## config.mk

```make
export PLATFORM = sky130hd
export DESIGN_NAME = mul_acc_collector
export DESIGN_NICKNAME = d
export VERILOG_FILES = /design/src/rtl/mul_acc_pkg.sv /design/src/rtl/mul_acc_fifo.sv /design/src/rtl/mul_acc_collector.sv
export SDC_FILE = /design/constraint.sdc
export NUM_CORES = 1
export LEC_CHECK = 0
export ABC_AREA = 1
export BUFFER_PORTS_ARGS = -buffer_cell sky130_fd_sc_hd__buf_2
export CAP_MARGIN = 20
export CORE_UTILIZATION = 55
export CTS_BUF_LIST = sky130_fd_sc_hd__clkbuf_8
export CTS_CLUSTER_SIZE = 28
export DETAILED_ROUTE_END_ITERATION = 8
export PLACE_DENSITY = 0.74
export RECOVER_POWER = 25
export REMOVE_ABC_BUFFERS = 1
export SETUP_SLACK_MARGIN = 0.3
export SYNTH_ARGS = -nofsm -noshare
export SYNTH_HDL_FRONTEND = slang
export SYNTH_SLANG_ARGS = --single-unit
```

## constraint.sdc

```tcl
create_clock -name clk -period 3.3 [get_ports clk]
set_clock_uncertainty 0.15 [all_clocks]
set_input_delay 0.66 -clock clk [delete_from_list [all_inputs] [get_ports clk]]
set_output_delay 0.66 -clock clk [all_outputs]
set_load 0.01 [all_outputs]
```

## src/rtl/mul_acc_pkg.sv

```systemverilog
`default_nettype none
// ============================================================================
// Package : mul_acc_pkg
// Purpose : Shared widths, result-entry type and pointer-width helper for the
//           multiplier product collector (mul_acc_collector / mul_acc_fifo).
// Contents: default parameter values, res_entry_t, ptr_w()
// Revision: 1.0 - initial release
// ============================================================================
package mul_acc_pkg;

  localparam int IN_W_DEF   = 16;  // 8x8 multiplier product width
  localparam int ACC_W_DEF  = 18;  // holds 4*255*255 without clipping
  localparam int COUNT_DEF  = 4;
  localparam int DEPTH_DEF  = 4;

  // FIFO entries carry the widest supported result; the top only drives and
  // reads the low ACC_W bits so one entry type serves every configuration.
  localparam int DATA_MAX_W = 32;
  localparam int CNT_W      = 5;   // COUNT up to 16 needs 5 bits

  typedef struct packed {
    logic [DATA_MAX_W-1:0] data;
    logic                  sat;
    logic [CNT_W-1:0]      cnt;
  } res_entry_t;

  // One extra MSB beyond the address lets full and empty be told apart.
  function automatic int ptr_w(input int depth);
    return $clog2(depth) + 1;
  endfunction

endpackage
`default_nettype wire

```

## src/rtl/mul_acc_fifo.sv

```systemverilog
`default_nettype none
// ============================================================================
// Module  : mul_acc_fifo
// Purpose : Synchronous result FIFO. A push arriving while full is dropped
//           unless a pop happens on the same edge.
// Ports   : clk, rst_n          - clock, async active-low reset
//           push, push_entry    - write request and data
//           pop                 - read request (ignored when empty)
//           head                - current head entry, all-zero when empty
//           empty               - no entries held
//           level               - occupied entries
//           drop                - this cycle's push is being discarded
// Revision: 1.0 - initial release
// ============================================================================
module mul_acc_fifo
  import mul_acc_pkg::*;
#(
  parameter int DEPTH = DEPTH_DEF
) (
  input  logic                   clk,
  input  logic                   rst_n,
  input  logic                   push,
  input  res_entry_t             push_entry,
  input  logic                   pop,
  output res_entry_t             head,
  output logic                   empty,
  output logic [$clog2(DEPTH):0] level,
  output logic                   drop
);

  localparam int PW = ptr_w(DEPTH);
  localparam int AW = PW - 1;

  res_entry_t    mem [DEPTH];
  logic [PW-1:0] wr_ptr;
  logic [PW-1:0] rd_ptr;
  logic          full;
  logic          do_push;
  logic          do_pop;

  assign empty = (wr_ptr == rd_ptr);
  // Same slot address but different wrap bit: writer is a full lap ahead.
  assign full  = (wr_ptr[AW] != rd_ptr[AW]) && (wr_ptr[AW-1:0] == rd_ptr[AW-1:0]);
  assign level = wr_ptr - rd_ptr;

  // A pop on the same edge frees the slot, so a full FIFO still accepts.
  assign do_pop  = pop && !empty;
  assign do_push = push && (!full || do_pop);
  assign drop    = push && full && !do_pop;

  // No bypass: an empty FIFO reads as zero even while being written.
  assign head = empty ? '0 : mem[rd_ptr[AW-1:0]];

  always_ff @(posedge clk) begin
    if (do_push) begin
      mem[wr_ptr[AW-1:0]] <= push_entry;
    end
  end

  always_ff @(posedge clk or negedge rst_n) begin
    if (!rst_n) begin
      wr_ptr <= '0;
      rd_ptr <= '0;
    end else begin
      if (do_push) wr_ptr <= wr_ptr + PW'(1);
      if (do_pop)  rd_ptr <= rd_ptr + PW'(1);
    end
  end

endmodule
`default_nettype wire

```

## src/rtl/mul_acc_collector.sv

```systemverilog
`default_nettype none
// ============================================================================
// Module  : mul_acc_collector
// Purpose : Sums groups of COUNT valid multiplier products (saturating) and
//           queues each group result for a valid/ready consumer. The input
//           is never stalled; a result that finds the FIFO full is dropped
//           and recorded in a sticky error flag.
// Ports   : clk, rst_n              - clock, async active-low reset
//           prod_valid, prod_data   - product stream from the multiplier
//           flush                   - close a non-empty group early
//           clr_err                 - clear drop_err
//           res_valid, res_ready    - output handshake
//           res_data/res_sat/res_cnt- head result, saturation flag, count
//           fifo_level              - occupied FIFO entries
//           drop_err                - sticky result-lost flag
// Revision: 1.0 - initial release
// ============================================================================
module mul_acc_collector
  import mul_acc_pkg::*;
#(
  parameter int IN_W  = IN_W_DEF,
  parameter int ACC_W = ACC_W_DEF,
  parameter int COUNT = COUNT_DEF,
  parameter int DEPTH = DEPTH_DEF
) (
  input  logic                   clk,
  input  logic                   rst_n,
  input  logic                   prod_valid,
  input  logic [IN_W-1:0]        prod_data,
  input  logic                   flush,
  input  logic                   clr_err,
  output logic                   res_valid,
  input  logic                   res_ready,
  output logic [ACC_W-1:0]       res_data,
  output logic                   res_sat,
  output logic [CNT_W-1:0]       res_cnt,
  output logic [$clog2(DEPTH):0] fifo_level,
  output logic                   drop_err
);

  logic [ACC_W-1:0] acc;
  logic             sat;
  logic [CNT_W-1:0] cnt;

  logic [ACC_W:0]   raw_sum;
  logic [ACC_W-1:0] next_sum;
  logic             next_sat;
  logic [CNT_W-1:0] next_cnt;
  logic             close;

  res_entry_t       push_entry;
  res_entry_t       head;
  logic             empty;
  logic             drop;

  // One guard bit above the accumulator exposes a clipping addition.
  assign raw_sum = {1'b0, acc} + (ACC_W+1)'(prod_data);

  // Group state as it would be after this cycle's product; also the value
  // pushed when the group closes on this edge.
  always_comb begin
    next_sum = acc;
    next_sat = sat;
    next_cnt = cnt;
    if (prod_valid) begin
      next_sum = raw_sum[ACC_W] ? '1 : raw_sum[ACC_W-1:0];
      next_sat = sat | raw_sum[ACC_W];
      next_cnt = cnt + CNT_W'(1);
    end
  end

  // Flush together with the COUNT-th product is still a single close.
  assign close = (prod_valid && (next_cnt == CNT_W'(COUNT)))
              || (flush && ((cnt != '0) || prod_valid));

  always_comb begin
    push_entry      = '0;
    push_entry.data = DATA_MAX_W'(next_sum);
    push_entry.sat  = next_sat;
    push_entry.cnt  = next_cnt;
  end

  always_ff @(posedge clk or negedge rst_n) begin
    if (!rst_n) begin
      acc <= '0;
      sat <= 1'b0;
      cnt <= '0;
    end else if (close) begin
      acc <= '0;
      sat <= 1'b0;
      cnt <= '0;
    end else if (prod_valid) begin
      acc <= next_sum;
      sat <= next_sat;
      cnt <= next_cnt;
    end
  end

  mul_acc_fifo #(
    .DEPTH(DEPTH)
  ) u_fifo (
    .clk       (clk),
    .rst_n     (rst_n),
    .push      (close),
    .push_entry(push_entry),
    .pop       (res_valid && res_ready),
    .head      (head),
    .empty     (empty),
    .level     (fifo_level),
    .drop      (drop)
  );

  assign res_valid = !empty;
  assign res_data  = head.data[ACC_W-1:0];
  assign res_sat   = head.sat;
  assign res_cnt   = head.cnt;

  // Entry bits above ACC_W are always written as zero and never presented.
  generate
    if (ACC_W < DATA_MAX_W) begin : g_head_pad
      logic unused_head_hi;
      assign unused_head_hi = |head.data[DATA_MAX_W-1:ACC_W];
    end
  endgenerate

  // Set has priority so a drop coinciding with clr_err is not lost.
  always_ff @(posedge clk or negedge rst_n) begin
    if (!rst_n) begin
      drop_err <= 1'b0;
    end else if (drop) begin
      drop_err <= 1'b1;
    end else if (clr_err) begin
      drop_err <= 1'b0;
    end
  end

endmodule
`default_nettype wire

```

Word level (Yosys, flattened, before mapping)
Memory sizes are Yosys's and may differ from the RTL's.
Cells that the tools add are included.
{"block": "classes", "add_sub_neg": 5, "n_eq_ne": 4, "muxes": 15, "bitwise": 1, "n_reduce_logical": 17}
{"op": "$mux W18", "count": 4}
{"op": "$mux W24", "count": 1}
{"op": "$add A18 B16 Y19", "count": 1}
{"op": "$mux W5", "count": 3}
{"op": "$logic_and A1 B1 Y1", "count": 8}
{"op": "$mux W1", "count": 7}
{"op": "$add A3 B1 Y3 const B", "count": 2}
{"op": "$add A5 B1 Y5 const B", "count": 1}
{"op": "$eq A5 B3 Y1 const B", "count": 1}
{"op": "$reduce_bool A5 Y1", "count": 1}
{"op": "$reduce_bool A2 Y1", "count": 2}
{"op": "$eq A3 B3 Y1", "count": 1}
{"op": "$logic_not A1 Y1", "count": 3}
{"op": "$logic_or A1 B1 Y1", "count": 3}
{"op": "$sub A3 B3 Y3", "count": 1}
{"op": "$eq A2 B2 Y1", "count": 1}
{"op": "$ne A1 B1 Y1", "count": 1}
{"op": "$or A1 B1 Y1", "count": 1}
{"block": "word_totals", "regBits": 31, "mem_bits_rw": 96, "inputBits": 22, "output_inout_bits": 29, "wordCells": 49, "memories": 1}
{"name": "u_fifo.mem", "depth": 4, "width": 24, "read_ports": 1, "rd_ports_with_merged_regs": 0, "wr": 1, "line": "mul_acc_fifo.sv:34", "text": "res_entry_t mem [DEPTH];"}

Logic depth before layout (Yosys ltp)
{"block": "depth", "word_depth": 8, "mapped_depth": 14}

Modules after synthesis
Synthesis repeated with hierarchy kept, for this count alone.
{"block": "unflattened", "hier_cells": 1018, "hier_area_um2": 9177.6}
{"mod": "mul_acc_fifo", "instances": 1, "cells_each": 662, "area_each_um2": 6880.3, "seq_area_each_um2": 4714.5}
{"mod": "mul_acc_collector", "instances": 1, "cells_each": 356, "area_each_um2": 2297.2, "seq_area_each_um2": 625.6}

Least setup slack after synthesis
Ideal clock, no wire load.
{"block": "synth_timing", "path_kind": "reg-to-reg", "from": "reg u_fifo.rd_ptr[1]", "to": "mem u_fifo.mem[2][0] (netlist name) (enable)", "setup_time_ps": 405, "arrival_time_ps": 2557, "setup_slack_ps": 188, "stages_incl_launch_ff": 10, "n_path_buf": 2, "period_less_slack_ps": 3112, "cell_sequence": "dfrtp_1 > buf_2 > clkinv_1 > buf_1 > ha_1 > nand2_1 > nor3b_1 > inv_1 > nand2_2 > nor2_1"}
{"block": "synth_via", "elab_chain_len": 8, "elab_cells_between_ends": 11, "cone_classes": "2 x eq/ne; 2 x mux; 7 x reduce/logical"}
{"item": "start, declared", "line": "mul_acc_fifo.sv:36", "text": "logic [PW-1:0] rd_ptr;"}
{"item": "start signal, assigned", "line": "mul_acc_fifo.sv:66", "text": "if (do_pop) rd_ptr <= rd_ptr + PW'(1);"}
{"item": "$eq A3 B3 Y1", "line": "mul_acc_fifo.sv:41", "text": "assign empty = (wr_ptr == rd_ptr);"}
{"item": "$logic_not A1 Y1", "line": "mul_acc_fifo.sv:47, mul_acc_collector.sv:113"}
{"item": "$logic_and A1 B1 Y1", "line": "mul_acc_collector.sv:106", "text": ".pop (res_valid && res_ready),"}
{"item": "$logic_and A1 B1 Y1", "line": "mul_acc_fifo.sv:47", "text": "assign do_pop = pop && !empty;"}
{"item": "$logic_or A1 B1 Y1 (*)", "line": "mul_acc_fifo.sv:48", "text": "assign do_push = push && (!full || do_pop);"}
{"item": "$logic_and A1 B1 Y1 (*)", "line": "mul_acc_fifo.sv:48"}
{"item": "$mux W1 (*)", "line": "mul_acc_fifo.sv:55", "text": "if (do_push) begin"}
{"item": "$mux W1 (implied by the code) (*)", "line": "mul_acc_fifo.sv:56", "text": "mem[wr_ptr[AW-1:0]] <= push_entry;"}
{"item": "end, declared", "line": "mul_acc_fifo.sv:34"}
Every way passes the cells marked *; elsewhere a longest branch is shown, timed or not.

Final worst setup path
{"block": "layout_timing", "from": "reg u_fifo.rd_ptr[0]", "to": "out res_data[12]"}
{"block": "layout_via", "elab_chain_len": 2, "elab_cells_between_ends": 3, "cone_classes": "1 x eq/ne; 1 x mux; 1 x memory"}
{"item": "$mem_v2 Z4 W24 or $eq A3 B3 Y1 (tied branches)"}
{"item": "$mux W24 (*)", "line": "mul_acc_fifo.sv:52", "text": "assign head = empty ? '0 : mem[rd_ptr[AW-1:0]];"}
{"item": "end, declared", "line": "mul_acc_collector.sv:34", "text": "output logic [ACC_W-1:0] res_data,"}
Marks and branches as above.

==> out/metrics.csv <==
metric;value;unit
Hold Path Origin;clr_err;
Worst setup SP type;flip-flop;
gr ovfl total;0;
placed cells;889;
Die ar.;12200;um2
Vert. Die Dim;110;um
ant diodes;0;
Tot Pwr;6.61;mW
clock sinks;127;
fin nets;815;
Layout Cell Area excl Fill;7280;um2
Post-CTS Setup Bufs;0;
Reg area;3660;um2
cell taking the most area after synthesis;edfxtp_1;
library cells used by synthesis;35;
setup TNS;0;ns
RR Startpoint;acc[13];
Core ar.;11400;um2
warning count from the yosys run;0;
leak pwr;3.25;nW
clk_lat worst skew;0.43;ns
routed vias/inst;5.42;
Multi-input gate area;2370;um2
fillcell total;949;
CP Capture Type;output port;
via count;5000;
Iteration-0 DRC Markers;369;
Reg clk slew, reported paths;0.07;ns
crit-path max FO;25;
maxcap violations;1;
Seq pwr share;35.3;%
failing checks;max-capacitance violations, max-slew violations;
Min-Delay Path Class;in2reg;
routability cong.;0.957;
synth cell count leaders;158 x nor2_1, 121 x nand2_1, 96 x edfxtp_1;
post-synthesis sequential area ratio;56.7;%
Rows;39;
Hold Violations, Final;0;
clock power share;21.0;%
pwr/cell area;908;nW/um2
worst setup path startpoint;u_fifo.rd_ptr[0];
worst path required time;2.49;ns
Die W;110;um
EDFF count, synth;96;
min cycle time layout;2.87;ns
WL/cell;16.4;um
vias in the first global route;4741;
Clock Tree Buf Depth;2;
largest net degree at the start of global routing;32;
Yosys reg bits;127;
RSZ-0062 raised after global routing;false;
Post-synth top flop;edfxtp_1;
Slew HR;-27.0;%
Psw;2.65;mW
sw frac;40.1;%
Setup-failing EPs final;0;
WP data arrival;2.06;ns
Post-Syn Area per Cell;9.16;um2
Area contributors post-synth;edfxtp_1 45%, dfrtp_1 12%, nor2_1 9.2%;
ANT nets after route;0;
max-slew violations;32;
critical path class;reg2out;
setup slack at placement;0.341;ns
IO Pins;51;
Comb pwr share;43.7;%
placed inst area;6900;um2
Syn-to-layout area delta;12.8;%
achievable frequency;349;MHz
fraction of registers with async set/reset;24.4;%
period utilization;86.9;%
post-cts hold buffer count;0;
post-layout util;63.8;%
CTS root buffer;clkbuf_8;
Yosys top cell area share;44.7;%
drt pass-1 iters;5;
CTS H-tree depth;4;
total global-route track usage;27.0;%
first-pass GRT wire length;23.7;mm
Min Hold Slack;0.274;ns
fin cells;922;
initial antenna violation count;0;
starting density of the core;56.5;%
HPWL Detailed;10.0;mm
Remaining DRCs;0;
WL final;15.1;mm
mapped cell area;6460;um2
status;finished with violations;
Syn Inst Count;705;
Final WS setup;0.433;ns
CTS tree;yes;
most common cell in the netlist;nor2_1;
share of cells above drive strength 1;14.8;%
TritonCTS Buffers;17;
peak supply drop;0.591;mV
internal cell power;3.96;mW
Slew @ Worst Pin;1.90;ns
IO Port Bufs;50;
==> flip-flops by register name, summed over array words and instances, names as in the netlist <==
| signal | cells |
|---|---|
| drop_err | 1 |
| u_fifo.wr_ptr | 3 |
| acc | 18 |
| u_fifo.rd_ptr | 3 |
| sat | 1 |
| u_fifo.mem | 96 |
| cnt | 5 |
==> metal layers <==
metal | vias to the layer above | GRT usage [%] | share of wire (%) | wire (um)
met1 | 2326 | 35.3 | 43 | 6500
met4 | 0 | 10.6 | 1.8 | 274
met2 | 216 | 43.9 | 48 | 7220
li1 | 2430 | - | - | -
met5 | - | 0 | 0 | 0
met3 | 28 | 6.06 | 7.5 | 1130
==> worst max-delay path, cell delays in order (launching register included) <==
cell and delay [ns]:
dfrtp_2 0.50, ha_1 0.35, nand2_1 0.09, nor2_1 0.06
buf_6 0.19, a21oi_1 0.23, buf_2 0.18
==> cell families after synthesis <==
kind of cell               share of synthesized area (%)
xor gates and xnor gates                            1.74
buffers and inverters                               6.22
adders and majority gates                           5.47
and+or+nand+nor                                     22.1
DFF                                                 56.7
AOI/OAI and AO/OA                                   7.77
==> worst paths after layout <==
| path | endpoint | cells after the start | slack, ns |
|---|---|---|---|
| worst max-delay path | res_data[12] | 6 | 0.43 |
| worst min-delay path | drop_err | 2 | 0.27 |
| worst max register to register | u_fifo.mem[0][19] | 9 | 0.59 |
| worst min register to register | u_fifo.rd_ptr[2] | 1 | 0.35 |
| max in group asynchronous | u_fifo.rd_ptr[0] | 1 | 1.17 |
| min in group asynchronous | u_fifo.wr_ptr[2] | 1 | 0.60 |
==> cells in the final DEF (no fill, tap or decap), types with 7 or more instances in the layout <==
| master | netlist | layout |
|---|---|---|
| buf_2 | 3 | 48 |
| nor2_1 | 158 | 155 |
| nand2_1 | 121 | 124 |
| inv_1 | 78 | 79 |
| o21ai_0 | 58 | 58 |
| or2_2 | 7 | 7 |
| a21oi_1 | 36 | 36 |
| nand3_1 | 24 | 25 |
| dfrtp_1 | 31 | 30 |
| clkbuf_8 | 0 | 17 |
| buf_4 | 1 | 12 |
| edfxtp_1 | 96 | 96 |
| ha_1 | 25 | 25 |
==> area by class of cell <==
class	instances	area share, %
clock buffer	17	3.21
clock inverter	15	2.46
inverter	81	4.23
multi-input combinational	475	32.5
sequential	127	50.3
tap	143	2.46
timing repair buffer	63	4.80
timing repair inverter	1	0.0688
==> timing repair <==
item / in CTS / in global routing
gates cloned: 1 / 0
resized for setup: 2 / 1
hold endpoints to repair: 0 / 0
setup endpoints to repair: 7 / 5
==> power groups by stage <==
| stage | clock, mW | combinational [mW] | sequential [mW] |
|---|---|---|---|
| after floorplan | 0 | 1.73 | 2.39 |
| after global placement | 0 | 2.79 | 2.33 |
| after detailed placement | 0 | 2.87 | 2.35 |
| after CTS | 1.40 | 2.89 | 2.33 |
| after global routing | 1.47 | 3.25 | 2.36 |
| final | 1.39 | 2.89 | 2.33 |
No activity file was read; power rests on OpenSTA's default activity.
